===== src/rtl/q78_pkg.sv =====
// Shared types and constants for the quotient-to-pixel packer.
package q78_pkg;

    typedef logic [15:0] fx16_t;
    typedef logic [7:0]  pixel_t;

    typedef enum logic [1:0] {
        IDLE  = 2'd0,
        RUN   = 2'd1,
        DRAIN = 2'd2
    } pack_state_e;

    localparam logic [16:0] ROUND_HALF     = 17'h00080;
    localparam pixel_t      PIX_MAX        = 8'hFF;
    localparam int unsigned BYTES_PER_WORD = 4;

    // Byte enables for a word holding n low pixels (n==0 means none).
    function automatic logic [3:0] be_mask(input logic [1:0] n);
        case (n)
            2'd1:    be_mask = 4'b0001;
            2'd2:    be_mask = 4'b0011;
            2'd3:    be_mask = 4'b0111;
            default: be_mask = 4'b0000;
        endcase
    endfunction

endpackage


===== src/rtl/q78_to_pixel.sv =====
// Round-half-up and clamp of one fixed-point quotient to an 8-bit pixel.
// Q78_SIGNED_EN selects signed Q7.8 input; default is unsigned Q8.8.
module q78_to_pixel
    import q78_pkg::*;
(
    input  fx16_t  in_data_i,
    output pixel_t pixel_o,
    output logic   clamp_o
);

    logic [16:0] sum;
    logic        unused_frac;

    assign unused_frac = ^sum[7:0];

`ifdef Q78_SIGNED_EN
    // Negative after rounding clamps to 0; largest positive result is 128.
    always_comb begin
        sum     = {in_data_i[15], in_data_i} + ROUND_HALF;
        pixel_o = sum[15:8];
        clamp_o = 1'b0;
        if (sum[16]) begin
            pixel_o = 8'h00;
            clamp_o = 1'b1;
        end
    end
`else
    // Only 0xFF80..0xFFFF round up to 256 and need clamping.
    always_comb begin
        sum     = {1'b0, in_data_i} + ROUND_HALF;
        pixel_o = sum[15:8];
        clamp_o = 1'b0;
        if (sum[16]) begin
            pixel_o = PIX_MAX;
            clamp_o = 1'b1;
        end
    end
`endif

endmodule


===== src/rtl/q78_pixel_packer.sv =====
// Packs four converted pixels into little-endian 32-bit words for the data
// memory write port; flush emits partial words. Conversion mode: Q78_SIGNED_EN.
module q78_pixel_packer
    import q78_pkg::*;
#(
    parameter int unsigned PIX_PER_WORD = 4,
    parameter int unsigned ADDR_W       = 32
) (
    input  logic              clk,
    input  logic              rst,
    input  logic              start,
    input  logic [ADDR_W-1:0] base_addr,
    input  logic              flush,
    input  logic              in_valid,
    output logic              in_ready,
    input  logic [15:0]       in_data,
    output logic              out_valid,
    input  logic              out_ready,
    output logic [ADDR_W-1:0] out_addr,
    output logic [31:0]       out_data,
    output logic [3:0]        out_be,
    output logic              busy,
    output logic              sat_flag
);

    if (PIX_PER_WORD != 4) begin : g_bad_pix_per_word
        $error("q78_pixel_packer: PIX_PER_WORD must be 4");
    end

    pack_state_e       state_q, state_d;
    logic [1:0]        lane_q, lane_d;
    logic [31:0]       pack_q, pack_d;
    logic [ADDR_W-1:0] addr_cnt_q, addr_cnt_d;
    logic [31:0]       word_q, word_d;
    logic [ADDR_W-1:0] addr_q, addr_d;
    logic [3:0]        be_q, be_d;
    logic              valid_q, valid_d;
    logic              sat_q, sat_d;

    pixel_t            pix;
    logic              clamp;
    logic              accept;
    logic              can_load;
    logic [2:0]        lane_eff;
    logic [31:0]       pack_acc;
    logic              unused_addr_bits;

    assign unused_addr_bits = ^base_addr[1:0];

    q78_to_pixel u_conv (
        .in_data_i (in_data),
        .pixel_o   (pix),
        .clamp_o   (clamp)
    );

    // Word register may take a new word if empty or being drained this cycle.
    assign can_load = !valid_q || out_ready;
    assign in_ready = (state_q == RUN) && !(lane_q == 2'd3 && valid_q && !out_ready);
    assign accept   = in_valid && in_ready;

    always_comb begin
        state_d    = state_q;
        lane_d     = lane_q;
        pack_d     = pack_q;
        addr_cnt_d = addr_cnt_q;
        word_d     = word_q;
        addr_d     = addr_q;
        be_d       = be_q;
        valid_d    = valid_q;
        sat_d      = sat_q;

        pack_acc = pack_q;
        if (accept) begin
            pack_acc[{lane_q, 3'b000} +: 8] = pix;
        end
        lane_eff = accept ? ({1'b0, lane_q} + 3'd1) : {1'b0, lane_q};

        if (valid_q && out_ready) begin
            valid_d = 1'b0;
        end

        case (state_q)
            IDLE: begin
                if (start) begin
                    state_d    = RUN;
                    addr_cnt_d = {base_addr[ADDR_W-1:2], 2'b00};
                    lane_d     = 2'd0;
                    pack_d     = 32'd0;
                    sat_d      = 1'b0;
                end
            end
            RUN: begin
                if (accept) begin
                    sat_d  = sat_q | clamp;
                    pack_d = pack_acc;
                    lane_d = lane_q + 2'd1;
                    if (lane_eff == 3'd4) begin
                        word_d     = pack_acc;
                        be_d       = 4'b1111;
                        addr_d     = addr_cnt_q;
                        addr_cnt_d = addr_cnt_q + ADDR_W'(BYTES_PER_WORD);
                        valid_d    = 1'b1;
                        pack_d     = 32'd0;
                    end
                end
                if (flush) begin
                    state_d = DRAIN;
                    // A partial word that cannot load now stays in pack for DRAIN.
                    if (lane_eff != 3'd0 && lane_eff != 3'd4 && can_load) begin
                        word_d     = pack_acc;
                        be_d       = be_mask(lane_eff[1:0]);
                        addr_d     = addr_cnt_q;
                        addr_cnt_d = addr_cnt_q + ADDR_W'(BYTES_PER_WORD);
                        valid_d    = 1'b1;
                        pack_d     = 32'd0;
                        lane_d     = 2'd0;
                    end
                end
            end
            DRAIN: begin
                if (lane_q != 2'd0) begin
                    if (can_load) begin
                        word_d     = pack_q;
                        be_d       = be_mask(lane_q);
                        addr_d     = addr_cnt_q;
                        addr_cnt_d = addr_cnt_q + ADDR_W'(BYTES_PER_WORD);
                        valid_d    = 1'b1;
                        pack_d     = 32'd0;
                        lane_d     = 2'd0;
                    end
                end else if (can_load) begin
                    state_d = IDLE;
                end
            end
            default: state_d = IDLE;
        endcase
    end

    always_ff @(posedge clk) begin
        if (rst) begin
            state_q    <= IDLE;
            lane_q     <= 2'd0;
            pack_q     <= 32'd0;
            addr_cnt_q <= '0;
            word_q     <= 32'd0;
            addr_q     <= '0;
            be_q       <= 4'd0;
            valid_q    <= 1'b0;
            sat_q      <= 1'b0;
        end else begin
            state_q    <= state_d;
            lane_q     <= lane_d;
            pack_q     <= pack_d;
            addr_cnt_q <= addr_cnt_d;
            word_q     <= word_d;
            addr_q     <= addr_d;
            be_q       <= be_d;
            valid_q    <= valid_d;
            sat_q      <= sat_d;
        end
    end

    assign out_valid = valid_q;
    assign out_addr  = addr_q;
    assign out_data  = word_q;
    assign out_be    = be_q;
    assign busy      = (state_q != IDLE);
    assign sat_flag  = sat_q;

endmodule


===== config.mk =====
export PLATFORM = sky130hd
export DESIGN_NAME = q78_pixel_packer
export DESIGN_NICKNAME = d
export VERILOG_FILES = /design/src/rtl/q78_pkg.sv /design/src/rtl/q78_to_pixel.sv /design/src/rtl/q78_pixel_packer.sv
export SDC_FILE = /design/constraint.sdc
export NUM_CORES = 1
export LEC_CHECK = 0
export BUFFER_PORTS_ARGS = -buffer_cell sky130_fd_sc_hd__buf_2
export CAP_MARGIN = 15
export CORE_MARGIN = 4
export CORE_UTILIZATION = 38
export CTS_CLUSTER_SIZE = 20
export DETAILED_ROUTE_END_ITERATION = 10
export GPL_TIMING_DRIVEN = 1
export SLEW_MARGIN = 25
export SYNTH_ARGS = -nofsm -noshare
export SYNTH_HDL_FRONTEND = slang
export SYNTH_SLANG_ARGS = --single-unit

===== constraint.sdc =====
create_clock -name clk -period 2.9 [get_ports clk]
set_clock_uncertainty 0.2 [all_clocks]
set_input_delay 0.29 -clock clk [delete_from_list [all_inputs] [get_ports clk]]
set_output_delay 0.29 -clock clk [all_outputs]
set_load 0.05 [all_outputs]

==> impl_metrics.py, run 1 <==
metrics = {
    "yosys": {
        "synth_warnings": 0,
        "yosysUniqueCellTypes": 78,
        "yosys_most_used_dff": "dfxtp_1",
        "seq_area_frac_synth": 0.378,
        "syn-cell-area_mm2": 0.00721,
        "synth_edf_count": 0,
        "avgSynthCellArea_um2": 7.82,
        "ys_seq_elements": 136,
        "synth_fp_nets": 987,
        "synth_cells": 921,
        "async_flop_share": 0,
    },
    "grt": {
        "grt_pass1_wl_mm": 40.7,
        "grtUsageTotal": 0.236,
        "first_global_vias": 7472,
        "gr-total-overflow": 0,
        "antenna_found_initial": 0,
        "grt_start_max_net_pins": 50,
    },
    "final_layout": {
        "diodes": 0,
        "nets": 1137,
        "multi_input_area_mm2": 0.00414,
        "regArea_mm2": 0.00272,
        "final_layout_size_suffix_gt1_frac": 0.236,
        "nFillCells": 1876,
        "syn2layout_area_growth_pct": 25.9,
        "fin_util": 0.485,
    },
    "timing": {
        "worst_pin_slew_ns": 0.698,
        "final-max-slew-violation-count": 0,
        "min_period_over_period": 0.935,
        "relSlewSlack": 0.521,
        "fin_crit_ns": 2.71,
        "final-hold-violation-count": 0,
        "fmax_mhz": 369,
        "tns_ns": 0,
        "setup_violations": 0,
        "rsz0062_at_grt": "false",
    },
    "setup_path": {
        "critPathRequiredTime_ns": 3.07,
        "cp-startpoint": "lane_q[0]",
        "reg2regPathDepth": 8,
        "endpoint": "pack_q[21]",
        "crit_chain": "inv_1 -> ha_1 -> nand4b_2 -> and4_1 -> nor3_4 -> nand3_2 -> o21bai_2 -> a22o_1",
        "r2r_start": "lane_q[0]",
        "cp_slowest_cell": "and4_1",
        "regToRegEndpoint": "pack_q[21]",
        "critPathTopFamily": "simple AND/OR/NAND/NOR gates",
        "end_kind": "flop",
        "critPathKind": "flop to flop",
        "cp.depth": 8,
        "crit_fanout": 7,
        "regToRegSetupSlack_ns": 0.19,
        "slowest_delay_ns": 0.37,
        "critPathArrivalTime_ns": 2.88,
        "critPathLaunchType": "flop",
        "cp_num_buf_inv": 1,
    },
    "detailed_routing": {
        "highest_layer": "met4",
        "route.met3.wl_mm": 1.88,
        "dr.pass1.iters": 5,
        "met2WireLength_mm": 11.6,
        "routedWlPerCell_um": 19.3,
        "drtIter0Drc": 693,
        "vias": 7799,
        "wl_met1_mm": 11.2,
        "wl_mm": 25.5,
        "drc": 0,
        "viasPerCell": 5.92,
        "ant_nets": 0,
    },
    "outcome": {
        "status": "completed",
    },
    "floorplanning": {
        "dieHeight_um": 146,
        "dieArea_mm2": 0.0212,
        "start_util": 0.385,
        "num_rows": 50,
        "io_pins": 126,
        "fp.dieW_um": 146,
        "core_mm2": 0.0187,
    },
    "placed_design": {
        "place_congestion": 0.903,
        "dp_hpwl_mm": 18.1,
        "io_buffers": 116,
    },
    "pwr": {
        "p_leak_nw": 3.65,
        "peakVddDrop_mv": 0.402,
        "p_per_area_mw_per_mm2": 718,
        "p_total_mw": 6.51,
    },
    "min_path": {
        "hold_class": "input port to flop",
    },
    "cts": {
        "cts_made_buffers": 17,
        "tritoncts": "built",
        "clock_latency_ns": 0.42,
        "clock-sinks": 136,
        "path_clk_slew_ns": 0.06,
        "clockBufferDepth": 2,
        "h-tree-depth": 4,
        "root_buffer": "clkbuf_16",
    },
    "run": {
        "drv_cap": 0,
    },
}
## cells by family after synthesis
logic type | Yosys count | share of synthesized area
flops | 136 | 0.378
compound gates | 314 | 0.285
fa+ha+maj | 12 | 0.0208
xor+xnor | 5 | 0.00608
buf+inv | 83 | 0.0517
simple gates | 366 | 0.251
mux | 5 | 0.00729
## metrics by stage
stage / hold slack (ns) / instance area, um2 / setup slack (ns) / instances
global placement: 0.235 / 8380 / 0.107 / 1279
CTS: 0.00886 / 9040 / 0.0456 / 1316
detailed placement: 0.241 / 8380 / 0.0260 / 1279
floorplan: 0.209 / 7210 / 0.122 / 921
global route: 0.0320 / 9070 / 0.0356 / 1318
finish: 0.0222 / 9070 / 0.189 / 1318
## worst min-delay path by stage
stage,from,end,slack [ns],cells after the start
floorplan,start,sat_flag,0.21,1
global placement,pack_q[25],pack_q[25],0.23,1
detailed placement,pack_q[27],pack_q[27],0.24,1
CTS,rst,out_be[0],0.009,2
global route,base_addr[13],addr_cnt_q[13],0.03,3
finish,rst,out_be[0],0.02,2
## repair_timing
action	in CTS	in global routing
resized for setup	1	4
hold buffers	5	0
buffers inserted	0	2
endpoints found under the hold margin	5	0
pin swaps	0	1
endpoints found under the setup margin	1	54
## layout by cell type (no fill, tap or decap), types with 8 or more instances in the layout
| master | synthesis | final |
|---|---|---|
| a211oi_1 | 8 | 8 |
| a21oi_1 | 102 | 101 |
| a22o_1 | 17 | 17 |
| a22oi_1 | 10 | 10 |
| a31oi_1 | 22 | 22 |
| and2_1 | 9 | 9 |
| and3_1 | 20 | 20 |
| buf_2 | 15 | 116 |
| buf_4 | 5 | 75 |
| clkbuf_16 | 0 | 17 |
| dfxtp_1 | 136 | 136 |
| ha_1 | 12 | 11 |
| inv_1 | 13 | 13 |
| nand2_1 | 131 | 130 |
| nand3_1 | 46 | 46 |
| nand4_1 | 18 | 18 |
| nor2_1 | 62 | 60 |
| nor3_1 | 17 | 16 |
| nor4_1 | 12 | 12 |
| o211ai_1 | 11 | 11 |
| o21ai_0 | 55 | 55 |
| or3_1 | 9 | 9 |
## area by class of cell
class                   count  area share
clock buffers              19      0.0477
clock inverters            13      0.0189
inverters                  15     0.00621
multi-input cells         702       0.456
flip-flops and latches    136       0.300
well taps                 234      0.0323
repair buffers            199       0.138
## cell usage after synthesis, drive strengths merged, types with 4 or more instances
cell / count / area [um2]
nand2: 131 / 492
and4: 7 / 61.3
o31ai: 4 / 30.0
or3: 9 / 56.3
clkbuf: 41 / 155
o2111ai: 4 / 35.0
o32ai: 6 / 52.6
nor2: 67 / 264
a21o: 4 / 30.0
and2: 9 / 56.3
nand3: 47 / 240
inv: 14 / 52.6
a31oi: 22 / 138
a32o: 5 / 50.1
nor4: 12 / 75.1
dfxtp: 136 / 2720
a31o: 5 / 43.8
o31a: 5 / 43.8
and3: 20 / 125
nor2b: 5 / 31.3
nor3: 21 / 131
buf: 27 / 161
or4: 4 / 30.0
a221oi: 6 / 52.6
ha: 12 / 150
o22ai: 4 / 25.0
o211ai: 11 / 82.6
o21ai: 61 / 305
a211oi: 8 / 60.1
xor2: 4 / 35.0
nand2b: 5 / 38.8
a21oi: 102 / 510
a22o: 17 / 149
o221ai: 5 / 43.8
a311oi: 7 / 61.3
a22oi: 10 / 75.1
nand4: 18 / 113
## power by group
group	internal, mW	leakage (nW)	switching (mW)
Sequential	2.05	1.10	0.201
Combinational	0.680	2.26	1.34
Clock	1.37	0.294	0.884
## per-layer routing
metal	up-vias	GRT usage
li1	3739	-
met1	3670	0.312
met2	330	0.376
met3	60	0.0508
met4	0	0.0926
met5	-	0
## flip-flops by register name, summed over array words and instances, names as in the netlist
| register | cells |
|---|---|
| out_addr | 32 |
| addr_cnt_q | 30 |
| pack_q | 32 |
| lane_q | 2 |
| sat_flag | 1 |
| state_q | 2 |
| out_data | 32 |
| out_valid | 1 |
| out_be | 4 |
Note: power is estimated with default switching activity, not from simulation.
==> run 2: changes to the inputs <==
- CORE_ASPECT_RATIO: not set -> 0.6
==> run 2 against run 1 <==
- combinational power is essentially flat
- global-route usage increased by 1.6 points
- hold slack improved by 0.011 ns
- final cell count increased by 0.68%
- wire length is 6.4% higher
- first-iteration DRC count is 54% higher
- worst setup slack got worse by 0.052 ns
- sequential power is essentially flat
- critical path depth increased by 1
==> impl_metrics.py, run 2 (synthesized netlist as in run 1, its figures left out) <==
metrics = {
    "pwr": {
        "swShare": 0.387,
        "peakVddDrop_mv": 0.403,
        "p_per_area_mw_per_mm2": 720,
        "clkPwrFrac": 0.347,
        "p_total_mw": 6.54,
        "p_leak_nw": 3.64,
        "seqPwrFrac": 0.344,
        "combinationalPowerShare": 0.309,
        "p_int_mw": 4.01,
        "p_switching_mw": 2.53,
    },
    "final_layout": {
        "fin_util": 0.494,
        "design_area_mm2": 0.00907,
        "layout_common_cells": "dfxtp_1 (136), nand2_1 (131), buf_2 (116), a21oi_1 (101), buf_4 (77)",
        "mostFrequentLayoutCell": "dfxtp_1",
        "nFillCells": 1833,
        "final_layout_size_suffix_gt1_frac": 0.236,
        "diodes": 0,
        "nets": 1140,
        "syn2layout_area_growth_pct": 25.9,
        "fin_cells": 1327,
    },
    "cts": {
        "root_buffer": "clkbuf_16",
        "tritoncts": "built",
        "clockBufferDepth": 2,
        "path_clk_slew_ns": 0.06,
        "clock-sinks": 136,
        "h-tree-depth": 4,
        "clock_latency_ns": 0.43,
        "cts_made_buffers": 17,
    },
    "timing": {
        "worst_slack_ns": 0.137,
        "min_period_over_period": 0.953,
        "final-max-slew-violation-count": 0,
        "worst_pin_slew_ns": 0.723,
        "tns_ns": 0,
        "fin_crit_ns": 2.76,
        "final-hold-violation-count": 0,
        "setup_violations": 0,
        "relSlewSlack": 0.504,
        "fmax_mhz": 362,
        "rsz0062_at_grt": "false",
        "whs_ns": 0.0333,
    },
    "setup_path": {
        "critPathTopFamily": "simple AND/OR/NAND/NOR gates",
        "slowest_delay_ns": 0.44,
        "regToRegSetupSlack_ns": 0.14,
        "reg2regPathDepth": 9,
        "cp_num_buf_inv": 3,
        "crit_fanout": 14,
        "critPathArrivalTime_ns": 2.85,
        "r2r_start": "lane_q[0]",
        "critPathLaunchType": "flop",
        "cp.depth": 9,
        "cp-startpoint": "lane_q[0]",
        "critPathRequiredTime_ns": 2.98,
        "endpoint": "addr_cnt_q[25]",
        "regToRegEndpoint": "addr_cnt_q[25]",
        "end_kind": "flop",
        "cp_common_cell": "buf_4",
        "crit_chain": "buf_4 -> ha_1 -> inv_1 -> nor3_2 -> nor3_4 -> buf_4 -> or3_1 -> a21oi_1 -> o22ai_1",
        "critPathKind": "flop to flop",
        "cp_slowest_cell": "nor3_2",
    },
    "placed_design": {
        "place_inst": 1286,
        "dp_hpwl_mm": 19.7,
        "placed_cell_area_mm2": 0.00836,
        "dp_slack_ns": 0.0838,
        "place_congestion": 0.948,
        "io_buffers": 116,
    },
    "floorplanning": {
        "start_util": 0.393,
        "num_rows": 38,
        "core_mm2": 0.0184,
        "dieArea_mm2": 0.0213,
        "dieHeight_um": 115,
        "fp.dieW_um": 186,
        "io_pins": 126,
    },
    "detailed_routing": {
        "drc": 0,
        "viasPerCell": 6.02,
        "ant_nets": 0,
        "vias": 7987,
        "wl_mm": 27.1,
        "drtIter0Drc": 1066,
        "routedWlPerCell_um": 20.4,
        "dr.pass1.iters": 5,
    },
    "run": {
        "drv_cap": 0,
    },
    "grt": {
        "grtUsageTotal": 0.252,
        "first_global_vias": 7134,
        "gr-total-overflow": 0,
        "grt_start_max_net_pins": 63,
        "antenna_found_initial": 0,
        "grt_pass1_wl_mm": 41.9,
    },
    "min_path": {
        "hold_class": "input port to flop",
    },
    "outcome": {
        "status": "completed",
    },
}
[run 2: repair_timing]
action / CTS / global route
buffers inserted: 0 / 0
endpoints found under the setup margin: 0 / 23
hold endpoints to repair: 9 / 0
gates resized for setup: 0 / 6
hold buffers: 9 / 0
[run 2: worst min path at each step]
stage	to	slack, ns	from	cells past startpoint
after floorplan	sat_flag	0.21	start	1
after global placement	pack_q[27]	0.24	pack_q[27]	1
after detailed placement	out_addr[21]	0.24	out_addr[21]	2
after CTS	addr_cnt_q[6]	0.01	base_addr[6]	3
after global routing	addr_cnt_q[5]	0.04	base_addr[5]	3
final	addr_cnt_q[5]	0.03	base_addr[5]	3
[run 2: layout make-up]
type	count	area, um2	share of cell area
sequential	136	2720	0.300
clock buffer	18	439	0.0484
tap	240	300	0.0331
clock inverter	14	163	0.0179
timing repair buffer	202	1250	0.138
multi-input combinational	702	4150	0.457
inverter	15	56.3	0.00620
[run 2: power groups by stage]
stage                     Combinational [mW]  Clock (mW)  Sequential (mW)
final                                   2.02        2.27             2.25
after global routing                    2.17        2.39             2.28
after CTS                               1.97        2.29             2.24
after detailed placement                1.95           0             2.29
after global placement                  1.94           0             2.28
after floorplan                         1.09           0             2.45
[run 2: routing by layer]
layer / wire (um) / up-vias / track usage
li1: - / 3746 / -
met1: 13600 / 3777 / 0.408
met2: 10200 / 446 / 0.320
met3: 3200 / 18 / 0.0768
met4: 221 / 0 / 0.0437
met5: 0 / - / 0
[run 2: worst register-to-register path: stages (launching register included)]
cell and delay, ns:
dfxtp_1 0.32, buf_4 0.19, ha_1 0.32, inv_1 0.18
nor3_2 0.44, nor3_4 0.10, buf_4 0.23, or3_1 0.39
a21oi_1 0.15, o22ai_1 0.09
